[src/rtl/load_store_unit_pkg.sv]
// rtl/load_store_unit_pkg.sv - shared constants, encodings and decode helper for the load/store unit
//
// Package lsu_pkg
//   XLEN               : data/address width (only 32 is supported)
//   OP_LOAD / OP_STORE : RV32I major opcodes handled by the unit
//   funct3_e           : access size/sign encodings (LB..LHU, with SB..SW aliases)
//   state_e            : access FSM states
//   access_bad()       : 1 when an access must fault (illegal funct3 or misaligned)

package lsu_pkg;

  localparam int XLEN = 32;

  localparam logic [6:0] OP_LOAD  = 7'b0000011;
  localparam logic [6:0] OP_STORE = 7'b0100011;

  typedef enum logic [2:0] {
    F3_LB  = 3'd0,
    F3_LH  = 3'd1,
    F3_LW  = 3'd2,
    F3_LBU = 3'd4,
    F3_LHU = 3'd5
  } funct3_e;

  // Stores share the byte/half/word encodings of the signed loads.
  localparam funct3_e F3_SB = F3_LB;
  localparam funct3_e F3_SH = F3_LH;
  localparam funct3_e F3_SW = F3_LW;

  typedef enum logic [1:0] {
    ST_IDLE = 2'd0,
    ST_REQ  = 2'd1,
    ST_WAIT = 2'd2,
    ST_RESP = 2'd3
  } state_e;

  // funct3[1:0] carries the access size for every legal encoding, so the
  // alignment rule can be applied before the legality check is known.
  function automatic logic access_bad(logic is_store, logic [2:0] f3, logic [1:0] off);
    logic legal;
    logic aligned;
    case (f3)
      F3_LB, F3_LH, F3_LW: legal = 1'b1;
      F3_LBU, F3_LHU:      legal = !is_store;
      default:             legal = 1'b0;
    endcase
    case (f3[1:0])
      2'b01:   aligned = !off[0];
      2'b10:   aligned = (off == 2'b00);
      default: aligned = 1'b1;
    endcase
    return !(legal && aligned);
  endfunction

endpackage

[src/rtl/load_store_unit_if.sv]
// rtl/load_store_unit_if.sv - data-memory req/gnt + rvalid port bundle
//
// Signals
//   mem_req    : request, held until mem_gnt
//   mem_we     : 1 = write
//   mem_addr   : word address (low two bits zero)
//   mem_wdata  : lane-replicated store data
//   mem_wstrb  : byte enables (0 on loads)
//   mem_gnt    : request accepted this cycle
//   mem_rvalid : read data valid
//   mem_rdata  : read word
// Modports: master (load/store unit side), slave (memory side)

interface load_store_unit_if #(
  parameter int DATA_WIDTH = 32
);

  logic                  mem_req;
  logic                  mem_we;
  logic [DATA_WIDTH-1:0] mem_addr;
  logic [DATA_WIDTH-1:0] mem_wdata;
  logic [3:0]            mem_wstrb;
  logic                  mem_gnt;
  logic                  mem_rvalid;
  logic [DATA_WIDTH-1:0] mem_rdata;

  modport master (
    output mem_req, mem_we, mem_addr, mem_wdata, mem_wstrb,
    input  mem_gnt, mem_rvalid, mem_rdata
  );

  modport slave (
    input  mem_req, mem_we, mem_addr, mem_wdata, mem_wstrb,
    output mem_gnt, mem_rvalid, mem_rdata
  );

endinterface

[src/rtl/load_store_unit_align.sv]
// rtl/load_store_unit_align.sv - byte-lane steering for stores and extraction/extension for loads
//
// Module lsu_align (purely combinational)
//   st_funct3, st_offset, st_data : store size, byte offset and rs2 value
//   st_wstrb, st_wdata            : byte enables and lane-replicated write data
//   ld_funct3, ld_offset, ld_rdata: load size/sign, byte offset and raw memory word
//   ld_data                       : right-justified, sign/zero-extended load result

module lsu_align
  import lsu_pkg::*;
(
  input  logic [2:0]      st_funct3,
  input  logic [1:0]      st_offset,
  input  logic [XLEN-1:0] st_data,
  output logic [3:0]      st_wstrb,
  output logic [XLEN-1:0] st_wdata,
  input  logic [2:0]      ld_funct3,
  input  logic [1:0]      ld_offset,
  input  logic [XLEN-1:0] ld_rdata,
  output logic [XLEN-1:0] ld_data
);

  logic [XLEN-1:0] ld_shifted;

  // Replicating the narrow datum into every lane lets the strobes alone pick
  // the destination bytes, so no store-side shifter is needed.
  always_comb begin
    st_wstrb = 4'b0000;
    st_wdata = st_data;
    case (st_funct3)
      F3_SB: begin
        st_wstrb = 4'b0001 << st_offset;
        st_wdata = {4{st_data[7:0]}};
      end
      F3_SH: begin
        st_wstrb = 4'b0011 << st_offset;
        st_wdata = {2{st_data[15:0]}};
      end
      F3_SW: begin
        st_wstrb = 4'b1111;
      end
      default: begin
        st_wstrb = 4'b0000;
      end
    endcase
  end

  assign ld_shifted = ld_rdata >> {ld_offset, 3'b000};

  always_comb begin
    ld_data = '0;
    case (ld_funct3)
      F3_LB:   ld_data = {{24{ld_shifted[7]}}, ld_shifted[7:0]};
      F3_LH:   ld_data = {{16{ld_shifted[15]}}, ld_shifted[15:0]};
      F3_LW:   ld_data = ld_shifted;
      F3_LBU:  ld_data = {24'h000000, ld_shifted[7:0]};
      F3_LHU:  ld_data = {16'h0000, ld_shifted[15:0]};
      default: ld_data = '0;
    endcase
  end

endmodule

[src/rtl/load_store_unit.sv]
// rtl/load_store_unit.sv - multi-cycle RV32I load/store stage with req/gnt + rvalid memory port
//
// Module load_store_unit
//   clk, rst_n        : clock, asynchronous active-low reset
//   valid_in          : instruction presented (sampled only while idle)
//   opcode, funct3    : instruction fields selecting load/store and size/sign
//   addr, store_data  : effective address (ALU result) and rs2 value
//   rd_in / rd_out    : destination register, returned with done
//   busy              : access in flight; the core holds the instruction
//   done, fault       : one-cycle completion pulse, fault qualifies it
//   load_data         : extended load result (0 after stores and faults)
//   mem               : data-memory port (master side)

module load_store_unit
  import lsu_pkg::*;
#(
  parameter int DATA_WIDTH   = 32,
  parameter int OPCODE_WIDTH = 7,
  parameter int FUNCT3_WIDTH = 3
) (
  input  logic                    clk,
  input  logic                    rst_n,
  input  logic                    valid_in,
  input  logic [OPCODE_WIDTH-1:0] opcode,
  input  logic [FUNCT3_WIDTH-1:0] funct3,
  input  logic [DATA_WIDTH-1:0]   addr,
  input  logic [DATA_WIDTH-1:0]   store_data,
  input  logic [4:0]              rd_in,
  output logic                    busy,
  output logic                    done,
  output logic                    fault,
  output logic [DATA_WIDTH-1:0]   load_data,
  output logic [4:0]              rd_out,
  load_store_unit_if.master       mem
);

  state_e state_q;
  state_e state_d;

  logic                    is_load;
  logic                    is_store;
  logic                    accept;
  logic                    bad;

  logic [DATA_WIDTH-1:0]   addr_q;
  logic [FUNCT3_WIDTH-1:0] f3_q;
  logic [4:0]              rd_q;
  logic                    we_q;
  logic                    fault_q;
  logic [3:0]              wstrb_q;
  logic [DATA_WIDTH-1:0]   wdata_q;
  logic [DATA_WIDTH-1:0]   load_data_q;

  logic [3:0]              st_wstrb;
  logic [DATA_WIDTH-1:0]   st_wdata;
  logic [DATA_WIDTH-1:0]   ld_ext;

  assign is_load  = (opcode == OP_LOAD);
  assign is_store = (opcode == OP_STORE);
  assign accept   = (state_q == ST_IDLE) && valid_in && (is_load || is_store);
  assign bad      = access_bad(is_store, funct3, addr[1:0]);

  // Store lanes are formed from the live inputs at accept; load extension
  // uses the captured fields while the read word arrives.
  lsu_align u_align (
    .st_funct3 (funct3),
    .st_offset (addr[1:0]),
    .st_data   (store_data),
    .st_wstrb  (st_wstrb),
    .st_wdata  (st_wdata),
    .ld_funct3 (f3_q),
    .ld_offset (addr_q[1:0]),
    .ld_rdata  (mem.mem_rdata),
    .ld_data   (ld_ext)
  );

  always_ff @(posedge clk or negedge rst_n) begin
    if (!rst_n) begin
      state_q <= ST_IDLE;
    end else begin
      state_q <= state_d;
    end
  end

  always_comb begin
    state_d = state_q;
    case (state_q)
      ST_IDLE: begin
        if (accept) begin
          state_d = bad ? ST_RESP : ST_REQ;
        end
      end
      ST_REQ: begin
        if (mem.mem_gnt) begin
          state_d = we_q ? ST_RESP : ST_WAIT;
        end
      end
      ST_WAIT: begin
        if (mem.mem_rvalid) begin
          state_d = ST_RESP;
        end
      end
      ST_RESP: begin
        state_d = ST_IDLE;
      end
      default: begin
        state_d = ST_IDLE;
      end
    endcase
  end

  always_ff @(posedge clk or negedge rst_n) begin
    if (!rst_n) begin
      addr_q      <= '0;
      f3_q        <= '0;
      rd_q        <= '0;
      we_q        <= 1'b0;
      fault_q     <= 1'b0;
      wstrb_q     <= 4'b0000;
      wdata_q     <= '0;
      load_data_q <= '0;
    end else begin
      if (accept) begin
        addr_q  <= addr;
        f3_q    <= funct3;
        rd_q    <= rd_in;
        fault_q <= bad;
        // A faulting store never reaches memory, so it keeps write fields clear.
        we_q    <= is_store && !bad;
        wstrb_q <= (is_store && !bad) ? st_wstrb : 4'b0000;
        wdata_q <= (is_store && !bad) ? st_wdata : '0;
        if (bad) begin
          load_data_q <= '0;
        end
      end
      // load_data only changes on the cycle the result becomes visible, so it
      // holds the previous result for the whole of the next access.
      if ((state_q == ST_REQ) && mem.mem_gnt && we_q) begin
        load_data_q <= '0;
      end
      if ((state_q == ST_WAIT) && mem.mem_rvalid) begin
        load_data_q <= ld_ext;
      end
    end
  end

  assign busy      = (state_q != ST_IDLE);
  assign done      = (state_q == ST_RESP);
  assign fault     = (state_q == ST_RESP) && fault_q;
  assign load_data = load_data_q;
  assign rd_out    = rd_q;

  assign mem.mem_req   = (state_q == ST_REQ);
  assign mem.mem_we    = we_q;
  assign mem.mem_addr  = {addr_q[DATA_WIDTH-1:2], 2'b00};
  assign mem.mem_wdata = wdata_q;
  assign mem.mem_wstrb = wstrb_q;

endmodule
[src/flat_wrapper.sv]
// flat-port wrapper written by rule: the top's interface ports become plain ports
module load_store_unit_flat import lsu_pkg::*;
#(
  parameter int DATA_WIDTH   = 32,
  parameter int OPCODE_WIDTH = 7,
  parameter int FUNCT3_WIDTH = 3
)
  (clk, rst_n, valid_in, opcode, funct3, addr, store_data, rd_in, busy, done, fault, load_data, rd_out, mem_mem_req, mem_mem_we, mem_mem_addr, mem_mem_wdata, mem_mem_wstrb, mem_mem_gnt, mem_mem_rvalid, mem_mem_rdata);
  load_store_unit_if #(.DATA_WIDTH(DATA_WIDTH)) mem_i ();
  input  logic clk;
  input  logic rst_n;
  input  logic valid_in;
  input  logic [OPCODE_WIDTH-1:0] opcode;
  input  logic [FUNCT3_WIDTH-1:0] funct3;
  input  logic [DATA_WIDTH-1:0] addr;
  input  logic [DATA_WIDTH-1:0] store_data;
  input  logic [4:0] rd_in;
  output logic busy;
  output logic done;
  output logic fault;
  output logic [DATA_WIDTH-1:0] load_data;
  output logic [4:0] rd_out;
  output wire logic [$bits(mem_i.mem_req)-1:0] mem_mem_req;
  output wire logic [$bits(mem_i.mem_we)-1:0] mem_mem_we;
  output wire logic [$bits(mem_i.mem_addr)-1:0] mem_mem_addr;
  output wire logic [$bits(mem_i.mem_wdata)-1:0] mem_mem_wdata;
  output wire logic [$bits(mem_i.mem_wstrb)-1:0] mem_mem_wstrb;
  input wire logic [$bits(mem_i.mem_gnt)-1:0] mem_mem_gnt;
  input wire logic [$bits(mem_i.mem_rvalid)-1:0] mem_mem_rvalid;
  input wire logic [$bits(mem_i.mem_rdata)-1:0] mem_mem_rdata;
  assign mem_mem_req = mem_i.mem_req;
  assign mem_mem_we = mem_i.mem_we;
  assign mem_mem_addr = mem_i.mem_addr;
  assign mem_mem_wdata = mem_i.mem_wdata;
  assign mem_mem_wstrb = mem_i.mem_wstrb;
  assign mem_i.mem_gnt = mem_mem_gnt;
  assign mem_i.mem_rvalid = mem_mem_rvalid;
  assign mem_i.mem_rdata = mem_mem_rdata;
  load_store_unit #(.DATA_WIDTH(DATA_WIDTH), .OPCODE_WIDTH(OPCODE_WIDTH), .FUNCT3_WIDTH(FUNCT3_WIDTH)) u_core (.clk(clk), .rst_n(rst_n), .valid_in(valid_in), .opcode(opcode), .funct3(funct3), .addr(addr), .store_data(store_data), .rd_in(rd_in), .busy(busy), .done(done), .fault(fault), .load_data(load_data), .rd_out(rd_out), .mem(mem_i));
endmodule
[config.mk]
export PLATFORM = sky130hd
export DESIGN_NAME = load_store_unit_flat
export DESIGN_NICKNAME = d
export VERILOG_FILES = /design/src/rtl/load_store_unit_pkg.sv /design/src/rtl/load_store_unit_if.sv /design/src/rtl/load_store_unit_align.sv /design/src/rtl/load_store_unit.sv /design/src/flat_wrapper.sv
export SDC_FILE = /design/constraint.sdc
export NUM_CORES = 1
export LEC_CHECK = 0
export BUFFER_PORTS_ARGS = -buffer_cell sky130_fd_sc_hd__buf_2
export CORE_MARGIN = 3
export CORE_UTILIZATION = 33
export CTS_CLUSTER_SIZE = 14
export DETAILED_ROUTE_END_ITERATION = 10
export GPL_TIMING_DRIVEN = 0
export HOLD_SLACK_MARGIN = 0.06
export SKIP_CTS_REPAIR_TIMING = 1
export SYNTH_ARGS = -nofsm -noshare
export SYNTH_HDL_FRONTEND = slang
export SYNTH_SLANG_ARGS = --single-unit
[constraint.sdc]
create_clock -name clk -period 2.4 [get_ports clk]
set_input_delay 0.12 -clock clk [delete_from_list [all_inputs] [get_ports clk]]
set_output_delay 0.12 -clock clk [all_outputs]
set_load 0.01 [all_outputs]
## Word-level counts from Yosys, hierarchy flattened

Cells that the tools add are included.

- Logic and storage cells: 70
- Register bits after elaboration: 112

- Equality and inequality tests: 19
- Reduce and logical (&&, ||, !) cells: 22
- Shift-type cells: 3
- Mux-type cells: 17

Operators with widths:

| kind | number |
|---|---|
| $mux 32 | 5 |
| $pmux 32 s5 | 1 |
| $pmux 32 s2 | 1 |
| $shr 32x5->32 | 1 |
| $eq 3x3->1 const B | 4 |
| $pmux 4 s3 | 1 |
| $logic_and 1x1->1 | 8 |
| $mux 2 | 4 |
| $pmux 2 s4 | 1 |
| $eq 7x2->1 const B | 1 |
| $eq 7x6->1 const B | 1 |
| $eq 2x2->1 const B | 3 |
| $eq 3x1->1 const B | 2 |
| $eq 3x2->1 const B | 2 |
| $logic_not 3->1 | 2 |
| $eq 2x1->1 const B | 2 |
| $logic_not 2->1 | 2 |
| $mux 4 | 1 |
| $ne 2x1->1 const B | 2 |
| $pmux 1 s2 | 2 |
| $shl 1x2->4 const A | 1 |
| $shl 2x2->4 const A | 1 |
| $logic_not 1->1 | 3 |
| $ne 3x3->1 const B | 1 |
| other kinds (9) | 9 |

## Longest topological paths before layout

Gate-level depths: netlist of run 1.

- Depth in word-level cells: 8
- Mapped depth: 7

## Cells and area by module

From an unflattened synthesis of run 1, not the netlist that was laid out.

- Cell total of the unflattened synthesis: 583
- Area, all modules: 6052.1 sq um

By module, submodules not included:

| module | area each (sq um) | cells each | times used |
|---|---|---|---|
| load_store_unit | 4586.9 | 401 | 1 |
| lsu_align | 1465.2 | 182 | 1 |

## Worst setup path after synthesis of run 1

No wires, ideal clock.

- Path type: register -> register
- Start point: register u_core.state_q[0]
- End point: register u_core.load_data_q[27] (netlist: u_core.load_data[27])
- Stages on the path, launching flop included: 7
- Data arrival time: 1557 ps
- Path slack: 756 ps
- Setup time: 87 ps
- Clock period less this slack: 1644 ps
- Path buffers: 0
- Cell sequence: dfrtp_1 > inv_1 > ha_1 > nand2_1 > nor4_2 > nand2_1 > o211ai_1

- Longest elaborated chain between the ends: 5
- Elaborated cells on any way between the ends: 13
- Those cells by class: eq/ne (3); mux (2); reduce/logical (8)

RTL lines:

| item | RTL line | text |
|---|---|---|
| start: declaration | load_store_unit.sv:37 | `state_e state_q;` |
| start signal: assignment | load_store_unit.sv:81 | `state_q <= state_d;` |
| $eq 2x1->1 or $logic_not 2->1 (tied branches) | load_store_unit.sv:138, load_store_unit.sv:60 |  |
| $logic_and 1x1->1, on equally long branches (2 in a row) | load_store_unit.sv:138, load_store_unit.sv:60 |  |
| $ne 3x3->1 (no line) (tied with other cells) | -- |  |
| $reduce_and 2->1 (no line) or $mux 32 (tied branches) | -- |  |
| end signal: assignment | load_store_unit.sv:142 | `load_data_q <= ld_ext;` |
| end: declaration | load_store_unit.sv:52 | `logic [DATA_WIDTH-1:0] load_data_q;` |

Several ways; a longest one is shown, not always the timed one.
A chain may end at the register's enable or synchronous reset.

## Worst setup path after layout of run 1

- Start point: register u_core.state_q[0]
- End point: register u_core.load_data_q[25] (netlist: u_core.load_data[25])

The elaborated chain is that of the path after synthesis.

==> out/metrics.csv, run 1 <==
stage,metric,value,unit
run_status,run status,finished clean,
worst_setup_path,CP peak stage delay,0.83,ns
cells_and_area,Final #Nets,925,
global_routing,first-pass GRT wire length,26520,microns
power,Pleak,4.225,nW
logic_synthesis,most numerous cell in the Yosys netlist,dfrtp_1,
placed_design,RePlAce Congestion,0.8430,
power,pwr/cell area,731.2,nW/um^2
global_routing,vias in the first global route,4753,
logic_synthesis,synth cell count leaders,"112 x dfrtp_1, 75 x nand2_1, 37 x buf_4",
timing,worst hold margin,0.04981,ns
detailed_routing,initial DRC count,267,
clocking,H-tree depth,3,
logic_synthesis,Synth top area share,48.15,%
detailed_routing,Routed Wire Length,17320,microns
worst_setup_path,CP Capture Type,flop,
logic_synthesis,synthesized area,5821,sq um
logic_synthesis,Compound-Gate Fraction of Synth Area,16.64,%
cells_and_area,# fillers,1637,
worst_setup_path,R2R Path Start,u_core.state_q[0],
detailed_routing,Final ANT Viol Nets,0,
logic_synthesis,XOR/XNOR share of the synthesized area,0.3009,%
worst_setup_path,crit path DAT,2.40,ns
worst_setup_path,worst path buffer plus inverter count,1,
logic_synthesis,Synth Area in Simple Gates,10.55,%
run,Max Cap Violations,0,
logic_synthesis,sequential share of the synthesized area,48.15,%
placed_design,IO buf count,223,
cells_and_area,Layout area overhead,37.45,%
timing,Worst Tran Pin Value,0.9035,ns
timing,Final Setup Violations,0,
worst_setup_path,CP top delay family,simple AND/OR/NAND/NOR gates,
worst_hold_path,min-delay src,store_data[18],
logic_synthesis,number of synthesized register bits,112,
floorplanning,# rows,47,
floorplanning,Initial Util,34.37,%
worst_setup_path,crit path launch type,flop,
logic_synthesis,largest family of logic cells by synthesized area,compound AO/OA/AOI/OAI gates,
worst_setup_path,CP Max Fanout,8,
placed_design,DP Cell Count,965,
global_routing,initial antenna violation count,0,
timing,final hold violation count,0,
cells_and_area,post-route insts no fill,1026,
logic_synthesis,"FFs w/ async S/R, synth",100.0,%
clocking,CTS tree,done,
worst_hold_path,hold depth,3,
worst_setup_path,worst flop-to-flop path endpoint,u_core.load_data[25],
timing,unrepaired setup endpoints after global routing,false,
worst_setup_path,flop-to-flop setup slack,0.26,ns
worst_setup_path,Worst Setup SP,u_core.state_q[0],
timing,worst setup margin,0.2592,ns
timing,Slew Limit Fails,0,
worst_setup_path,Worst Reg-to-Reg Cells,6,
logic_synthesis,synthesized area per cell,11.19,sq um
power,maximum vdd drop,395.6,uV
clocking,root buffer cell,clkbuf_16,
detailed_routing,DRC Markers,0,
logic_synthesis,Syn Inst Count,520,
detailed_routing,per-cell routed wire length,16.88,microns
clocking,clock transition at the registers of the reported paths,0.07,ns
placed_design,Place WS,0.2451,ns
logic_synthesis,cell taking the most area after synthesis,dfrtp_1,
global_routing,global route overflow,0,
timing,FMAX,467.1,MHz
global_routing,largest net degree at the start of global routing,60,
worst_setup_path,"most used cell, CP",nand2_1,
logic_synthesis,Synth cell types,55,
detailed_routing,drt first pass iters,4,
logic_synthesis,mux cell area share after synthesis,14.29,%
floorplanning,Die H,138.8,microns
worst_setup_path,WP data required,2.66,ns
detailed_routing,via density per instance,4.855,
timing,final period utilization,89.20,%
clocking,maximum clock path buffer count,2,
floorplanning,IO Count,226,
logic_synthesis,Post-synth EDFFs,0,
floorplanning,Die Width,138.8,microns
placed_design,DP Wirelength,12930,microns
logic_synthesis,area share of fa/ha/maj cells after synthesis,1.720,%
cells_and_area,Diodes inserted,0,
logic_synthesis,Synth warnings,0,
cells_and_area,share of post-route cells with drive strength above 1,42.43,%
timing,Setup Skew,0.005717,ns
worst_hold_path,worst hold path endpoint,u_core.mem.mem_wdata[18],
timing,TNS Setup,0,ns
worst_setup_path,crit path cell chain,"inv_1, ha_1, nand2_1, nor4_2, nand2_1, o211ai_1",
logic_synthesis,"top cells by area, synth","dfrtp_1 48%, mux2_4 7.0%, nand2_1 4.8%",
clocking,Sink Count,112,
worst_setup_path,CP Class,reg -> reg,
floorplanning,Core Area,16940,sq um
cells_and_area,multi-input gate area in the final layout,2540,sq um
timing,slew margin rel.,39.26,%
logic_synthesis,Synth Flop Type,dfrtp_1,
detailed_routing,vias,4981,
worst_hold_path,Hold Path Class,in -> reg,
cells_and_area,Reg area,2803,sq um
global_routing,overall global routing resource usage,17.11,%
timing,Final min period,2.141,ns
clocking,TritonCTS Buffers,9,
worst_setup_path,worst-path cell with the longest stage delay,nor4_2,
floorplanning,die area,19270,sq um
clocking,clock latency on the worst-skew pair,0.35,ns
## logic make-up after synthesis
| group | Yosys count |
|---|---|
| adder cells (fa/ha/maj) | 8 |
| other | 1 |
| buffers and inverters | 75 |
| AO/OA/AOI/OAI | 137 |
| flip-flops | 112 |
| XOR/XNOR | 2 |
| AND/OR/NAND/NOR | 118 |
| multiplexers | 67 |
## worst min-delay path: stages
cell and delay (ns):
buf_2 0.07, mux2i_1 0.05, o21ai_1 0.11
## worst max-delay path by stage
stage | depth (start not counted) | endpoint
2_1_floorplan | 6 | u_core.load_data[27]
3_3_place_gp | 1 | u_core.addr_q[22]
3_5_place_dp | 6 | u_core.load_data[24]
4_1_cts | 6 | u_core.load_data[24]
5_1_grt | 6 | u_core.load_data[25]
6_report | 6 | u_core.load_data[25]
## per-layer routing
metal | GRT usage (%) | share of wire, %
met1 | 24.28 | 45
met2 | 25.95 | 46
met3 | 4.828 | 7.4
met4 | 4.222 | 1.3
met5 | 0 | 0
## where the power goes
group | switching (mW) | internal (mW)
clock | 0.694 | 0.842
sequential | 0.209 | 2.23
combinational | 0.978 | 0.894
## per-stage QoR
| step | power [mW] | utilization, % | area (sq um) |
|---|---|---|---|
| 6_report | 5.850 | 47.24 | 8000 |
| 5_1_grt | 6.208 | 47.24 | 8000 |
| 4_1_cts | 5.873 | 44.58 | 7550 |
| 3_5_place_dp | 4.311 | 42.80 | 7249 |
| 3_3_place_gp | 4.278 | 42.60 | 7216 |
| 2_1_floorplan | 3.543 | - | 5824 |
## flip-flops by register name, summed over array words and instances, names as in the netlist
register,cells
u_core.mem.mem_wstrb,4
u_core.rd_out,5
u_core.state_q,2
u_core.mem.mem_we,1
u_core.addr_q,32
u_core.f3_q,3
u_core.load_data,32
u_core.fault_q,1
u_core.mem.mem_wdata,32
## final cells by class
cell class	instances	share of cell area, %
timing repair buffer	269	20.00
clock inverter	4	0.6725
inverter	10	0.4692
clock buffer	12	3.081
multi-input combinational	334	31.75
tap	220	3.441
buffer	65	5.552
sequential	112	35.03
## cells in the final DEF (no fill, tap or decap), types with 15 or more instances in the layout
cell and n:
dlygate4sd3_1 45, clkbuf_1 15, dfrtp_1 112, mux2i_1 28, o21ai_0 33, nand2_1 75, buf_4 37, o21ai_1 20
mux2_4 27, buf_2 229
Power figures use the tool's default switching activity.
==> inputs of run 2 (changes only) <==
--- a/config.mk
+++ b/config.mk
@@ -11,5 +11,4 @@
 export CTS_CLUSTER_SIZE = 14
 export DETAILED_ROUTE_END_ITERATION = 10
-export GPL_TIMING_DRIVEN = 0
 export HOLD_SLACK_MARGIN = 0.06
 export SKIP_CTS_REPAIR_TIMING = 1
==> constraint.sdc (replaced) <==
create_clock -name clk -period 2.4 [get_ports clk]
set_input_delay 0.24 -clock clk [delete_from_list [all_inputs] [get_ports clk]]
set_output_delay 0.24 -clock clk [all_outputs]
set_load 0.01 [all_outputs]
==> out/metrics.csv, run 2 (synthesis gave the netlist of run 1 again) <==
stage,metric,value,unit
worst_setup_path,CP Capture Type,flop,
clocking,Sink Count,112,
run,Max Cap Violations,0,
detailed_routing,vias,4690,
detailed_routing,Met2 Routed Length,8152,microns
cells_and_area,share of post-route cells with drive strength above 1,43.08,%
clocking,maximum clock path buffer count,2,
power,Pleak,3.813,nW
cells_and_area,Layout area overhead,23.56,%
timing,FMAX,459.8,MHz
global_routing,overall global routing resource usage,16.90,%
cells_and_area,Diodes inserted,0,
power,Clk pwr share,26.0,%
floorplanning,IO Count,226,
clocking,clock latency on the worst-skew pair,0.35,ns
timing,final period utilization,90.63,%
floorplanning,Initial Util,34.37,%
floorplanning,die area,19270,sq um
cells_and_area,post-route insts no fill,928,
worst_setup_path,CP Max Fanout,63,
timing,worst setup margin,0.2249,ns
detailed_routing,DRC Markers,0,
power,sequential share of power,43.3,%
placed_design,IO buf count,223,
worst_setup_path,WP data required,2.67,ns
worst_setup_path,worst-path cell with the longest stage delay,nand4b_4,
global_routing,initial antenna violation count,0,
worst_hold_path,Hold Path Class,in -> reg,
global_routing,global route overflow,0,
placed_design,DP Cell Count,911,
cells_and_area,multi-input gate area in the final layout,2547,sq um
global_routing,first-pass GRT wire length,26410,microns
timing,Final min period,2.175,ns
cells_and_area,most frequent cells in the layout,"222 x buf_2, 112 x dfrtp_1, 75 x nand2_1",
worst_setup_path,worst path buffer plus inverter count,2,
detailed_routing,Routed Wire Length,16500,microns
timing,Worst Tran Pin Value,0.8591,ns
worst_setup_path,crit path cell chain,"inv_1, ha_1, nand4_4, buf_12, nand4b_4, o21ai_0",
timing,unrepaired setup endpoints after global routing,false,
timing,TNS Setup,0,ns
detailed_routing,drt first pass iters,5,
power,Cell Int Power,3.739,mW
clocking,TritonCTS Buffers,9,
power,Total Power,5.655,mW
detailed_routing,via density per instance,5.054,
power,net switching power,1.916,mW
power,pwr/cell area,786.3,nW/um^2
global_routing,largest net degree at the start of global routing,64,
detailed_routing,initial DRC count,239,
cells_and_area,# fillers,1663,
worst_setup_path,crit path launch type,flop,
placed_design,RePlAce Congestion,0.7920,
detailed_routing,WL met3,1062,microns
placed_design,Place WS,0.1477,ns
detailed_routing,DR top layer,met4,
timing,Final Setup Violations,0,
cells_and_area,Reg area,2803,sq um
worst_setup_path,CP peak stage delay,0.48,ns
floorplanning,Die H,138.8,microns
power,switching fraction of total power,33.88,%
power,maximum vdd drop,354.1,uV
worst_setup_path,crit path DAT,2.44,ns
worst_setup_path,CP top delay family,simple AND/OR/NAND/NOR gates,
timing,final hold violation count,0,
detailed_routing,M1 WL,7078,microns
placed_design,DP Wirelength,12510,microns
clocking,root buffer cell,clkbuf_16,
power,Logic pwr share,30.8,%
cells_and_area,Final #Nets,827,
floorplanning,# rows,47,
detailed_routing,per-cell routed wire length,17.78,microns
floorplanning,Core Area,16940,sq um
timing,Setup Skew,0.009203,ns
clocking,H-tree depth,3,
timing,slew margin rel.,42.51,%
global_routing,vias in the first global route,4763,
detailed_routing,Final ANT Viol Nets,0,
clocking,CTS tree,done,
worst_setup_path,CP Class,reg -> reg,
cells_and_area,"commonest non-fill, non-tap cell in the layout",buf_2,
clocking,clock transition at the registers of the reported paths,0.08,ns
timing,Slew Limit Fails,0,
floorplanning,Die Width,138.8,microns
run_status,run status,finished clean,
[run 2: through the flow]
step                      hold slack, ns  util (%)  instance area, sq um
after CTS                        -0.2071     42.41                  7182
after floorplan                 -0.05559         -                  5824
after global routing             0.09083     42.46                  7192
after detailed placement          0.1877     40.72                  6897
final                             0.1169     42.46                  7192
after global placement            0.1826     40.72                  6897
[run 2: final cells by class]
type,instances,area share [%]
Timing Repair Buffer,236,17.29
Multi-Input combinational cell,334,35.42
Sequential cell,112,38.97
Inverter,10,0.5219
Clock buffer,9,3.132
Clock inverter,7,0.8351
Tap cell,220,3.827
[run 2: path summary, 6_finish.rpt]
check | cells past startpoint | start | end | slack [ns]
setup / recovery | 6 | u_core.state_q[0] | u_core.mem.mem_wdata[9] | 0.22
hold / removal | 2 | rd_in[4] | u_core.rd_out[4] | 0.12
setup reg to reg | 6 | u_core.state_q[0] | u_core.mem.mem_wdata[9] | 0.22
hold reg to reg | 2 | u_core.mem.mem_wdata[14] | u_core.mem.mem_wdata[14] | 0.49
max in group asynchronous | 3 | rst_n | u_core.addr_q[23] | 1.37
min in group asynchronous | 2 | rst_n | u_core.addr_q[2] | 0.36
[run 2: worst register-to-register path, cell delays in order, from the launching register on]
cell	delay (ns)
dfrtp_1	0.42
inv_1	0.15
ha_1	0.29
nand4_4	0.17
buf_12	0.24
nand4b_4	0.49
o21ai_0	0.32
[run 2: per-layer routing]
layer  up-vias  GRT usage [%]
met5         -              0
met4         0          4.480
met3        16          4.552
met2       180          28.00
met1      2292          21.98
li1       2202              -
[run 2: power groups by stage]
stage / logic, mW / registers, mW / clock network [mW]
3_5_place_dp: 1.75 / 2.49 / 0
5_1_grt: 1.92 / 2.49 / 1.61
4_1_cts: 1.76 / 2.45 / 1.52
3_3_place_gp: 1.70 / 2.47 / 0
6_report: 1.74 / 2.45 / 1.47
2_1_floorplan: 0.981 / 2.56 / 0
==> inputs of run 3 (changes only) <==
- CORE_ASPECT_RATIO: unset -> 0.6
- CORE_UTILIZATION: 33 -> 50
- CTS_BUF_LIST: unset -> sky130_fd_sc_hd__clkbuf_8
- PLACE_DENSITY: unset -> 0.82
==> out/metrics.csv, run 3 (synthesis gave the netlist of run 1 again) <==
stage,metric,value,unit
run_status,run status,finished clean,
global_routing,largest net degree at the start of global routing,60,
clocking,clock latency on the worst-skew pair,0.37,ns
power,Pleak,3.761,nW
cells_and_area,Layout area overhead,20.40,%
floorplanning,IO Count,226,
global_routing,global route overflow,0,
timing,final period utilization,91.20,%
floorplanning,Initial Util,53.12,%
worst_hold_path,Hold Path Class,in -> reg,
worst_setup_path,WP data required,2.60,ns
detailed_routing,M1 WL,7223,microns
cells_and_area,Final Util,63.95,%
cells_and_area,design area,7008,sq um
timing,FMAX,456.9,MHz
detailed_routing,Met2 Routed Length,7576,microns
worst_setup_path,flop-to-flop setup slack,0.21,ns
detailed_routing,DRC Markers,0,
run,Max Cap Violations,0,
placed_design,IO buf count,223,
worst_setup_path,Worst Reg-to-Reg Cells,5,
detailed_routing,Final ANT Viol Nets,0,
timing,TNS Setup,0,ns
clocking,TritonCTS Buffers,9,
detailed_routing,via density per instance,5.579,
clocking,clock transition at the registers of the reported paths,0.11,ns
timing,slew margin rel.,42.59,%
floorplanning,Die Width,145.3,microns
global_routing,initial antenna violation count,0,
global_routing,first-pass GRT wire length,25030,microns
worst_setup_path,worst flop-to-flop path endpoint,u_core.load_data[16],
power,maximum vdd drop,314.3,uV
timing,Slew Limit Fails,0,
timing,unrepaired setup endpoints after global routing,false,
cells_and_area,share of post-route cells with drive strength above 1,42.90,%
cells_and_area,most frequent cells in the layout,"222 x buf_2, 112 x dfrtp_1, 75 x nand2_1",
cells_and_area,Final #Nets,830,
floorplanning,die area,13010,sq um
floorplanning,# rows,29,
worst_setup_path,CP Max Fanout,32,
timing,Setup Skew,0.006539,ns
clocking,H-tree depth,3,
worst_setup_path,crit path DAT,2.39,ns
clocking,CTS tree,done,
worst_setup_path,crit path launch type,flop,
global_routing,overall global routing resource usage,24.07,%
placed_design,DP Wirelength,12360,microns
worst_setup_path,CP Class,reg -> reg,
detailed_routing,drt first pass iters,7,
worst_setup_path,R2R Path Start,u_core.state_q[0],
detailed_routing,DR top layer,met4,
cells_and_area,"commonest non-fill, non-tap cell in the layout",buf_2,
worst_hold_path,hold depth,2,
worst_hold_path,min-delay src,rd_in[1],
detailed_routing,initial DRC count,400,
cells_and_area,multi-input gate area in the final layout,2547,sq um
cells_and_area,Reg area,2803,sq um
placed_design,placed cell areas,6798,sq um
floorplanning,Core Area,10960,sq um
global_routing,vias in the first global route,4694,
clocking,maximum clock path buffer count,2,
detailed_routing,WL met3,1237,microns
detailed_routing,vias,4831,
timing,Final Setup Violations,0,
detailed_routing,per-cell routed wire length,18.76,microns
power,Total Power,5.264,mW
detailed_routing,Routed Wire Length,16250,microns
timing,final hold violation count,0,
power,pwr/cell area,751.1,nW/um^2
worst_hold_path,worst hold path endpoint,u_core.rd_out[1],
worst_setup_path,CP Capture Type,flop,
timing,Worst Tran Pin Value,0.8592,ns
clocking,root buffer cell,clkbuf_8,
cells_and_area,Diodes inserted,0,
timing,Final min period,2.189,ns
clocking,Sink Count,112,
floorplanning,Die H,89.58,microns
placed_design,RePlAce Congestion,0.8780,
cells_and_area,# fillers,893,
[run 3: cell types whose count changed in the layout (fill, tap and decap cells not counted), moves of 3 or more]
cell / previous run / this run
buf_4: 11 / 14
inv_6: 4 / 1
clkbuf_16: 9 / 0
clkbuf_8: 0 / 9
[run 3: final cells by class]
cell class,instances,area share (%)
Multi-Input combinational cell,334,36.35
Clock inverter,7,0.8034
Timing Repair Buffer,239,17.78
Sequential cell,112,39.99
Tap cell,155,2.767
Clock buffer,9,1.768
Inverter,10,0.5356
[run 3: worst max-delay path by stage]
stage / slack (ns) / to / start / cells after the start
floorplan: 0.76 / u_core.load_data[27] / u_core.state_q[0] / 6
global placement: 0.22 / u_core.load_data[20] / funct3[1] / 7
detailed placement: 0.09 / u_core.load_data[16] / funct3[1] / 7
CTS: 0.24 / u_core.load_data[16] / u_core.state_q[0] / 5
global route: 0.06 / u_core.load_data[12] / u_core.state_q[0] / 5
finish: 0.21 / u_core.load_data[16] / u_core.state_q[0] / 5
[run 3: worst max-delay path: stages (launching register included)]
cell	delay (ns)
dfrtp_1	0.43
inv_1	0.14
ha_1	0.30
nand4_4	0.19
a21oi_4	0.70
o221ai_1	0.25
[run 3: routing by layer]
layer,GRT usage (%),vias to the layer above
met1,34.35,2361
li1,-,2203
met3,6.319,27
met4,5.254,0
met5,0,-
met2,37.72,240
[run 3: report_power, final]
group / switching, mW / internal (mW) / total [mW] / leakage [nW]
Sequential: 0.234 / 2.23 / 2.47 / 1.51
Combinational: 0.955 / 0.778 / 1.73 / 2.16
Clock: 0.675 / 0.389 / 1.06 / 0.0891
[run 3: through the flow]
step	worst slack [ns]	instances	hold slack [ns]
floorplan	0.7561	521	-0.05559
global placement	0.2169	847	0.3441
detailed placement	0.09224	847	0.3575
CTS	0.2385	863	-0.06946
global route	0.06035	866	0.06057
finish	0.2112	866	0.08439
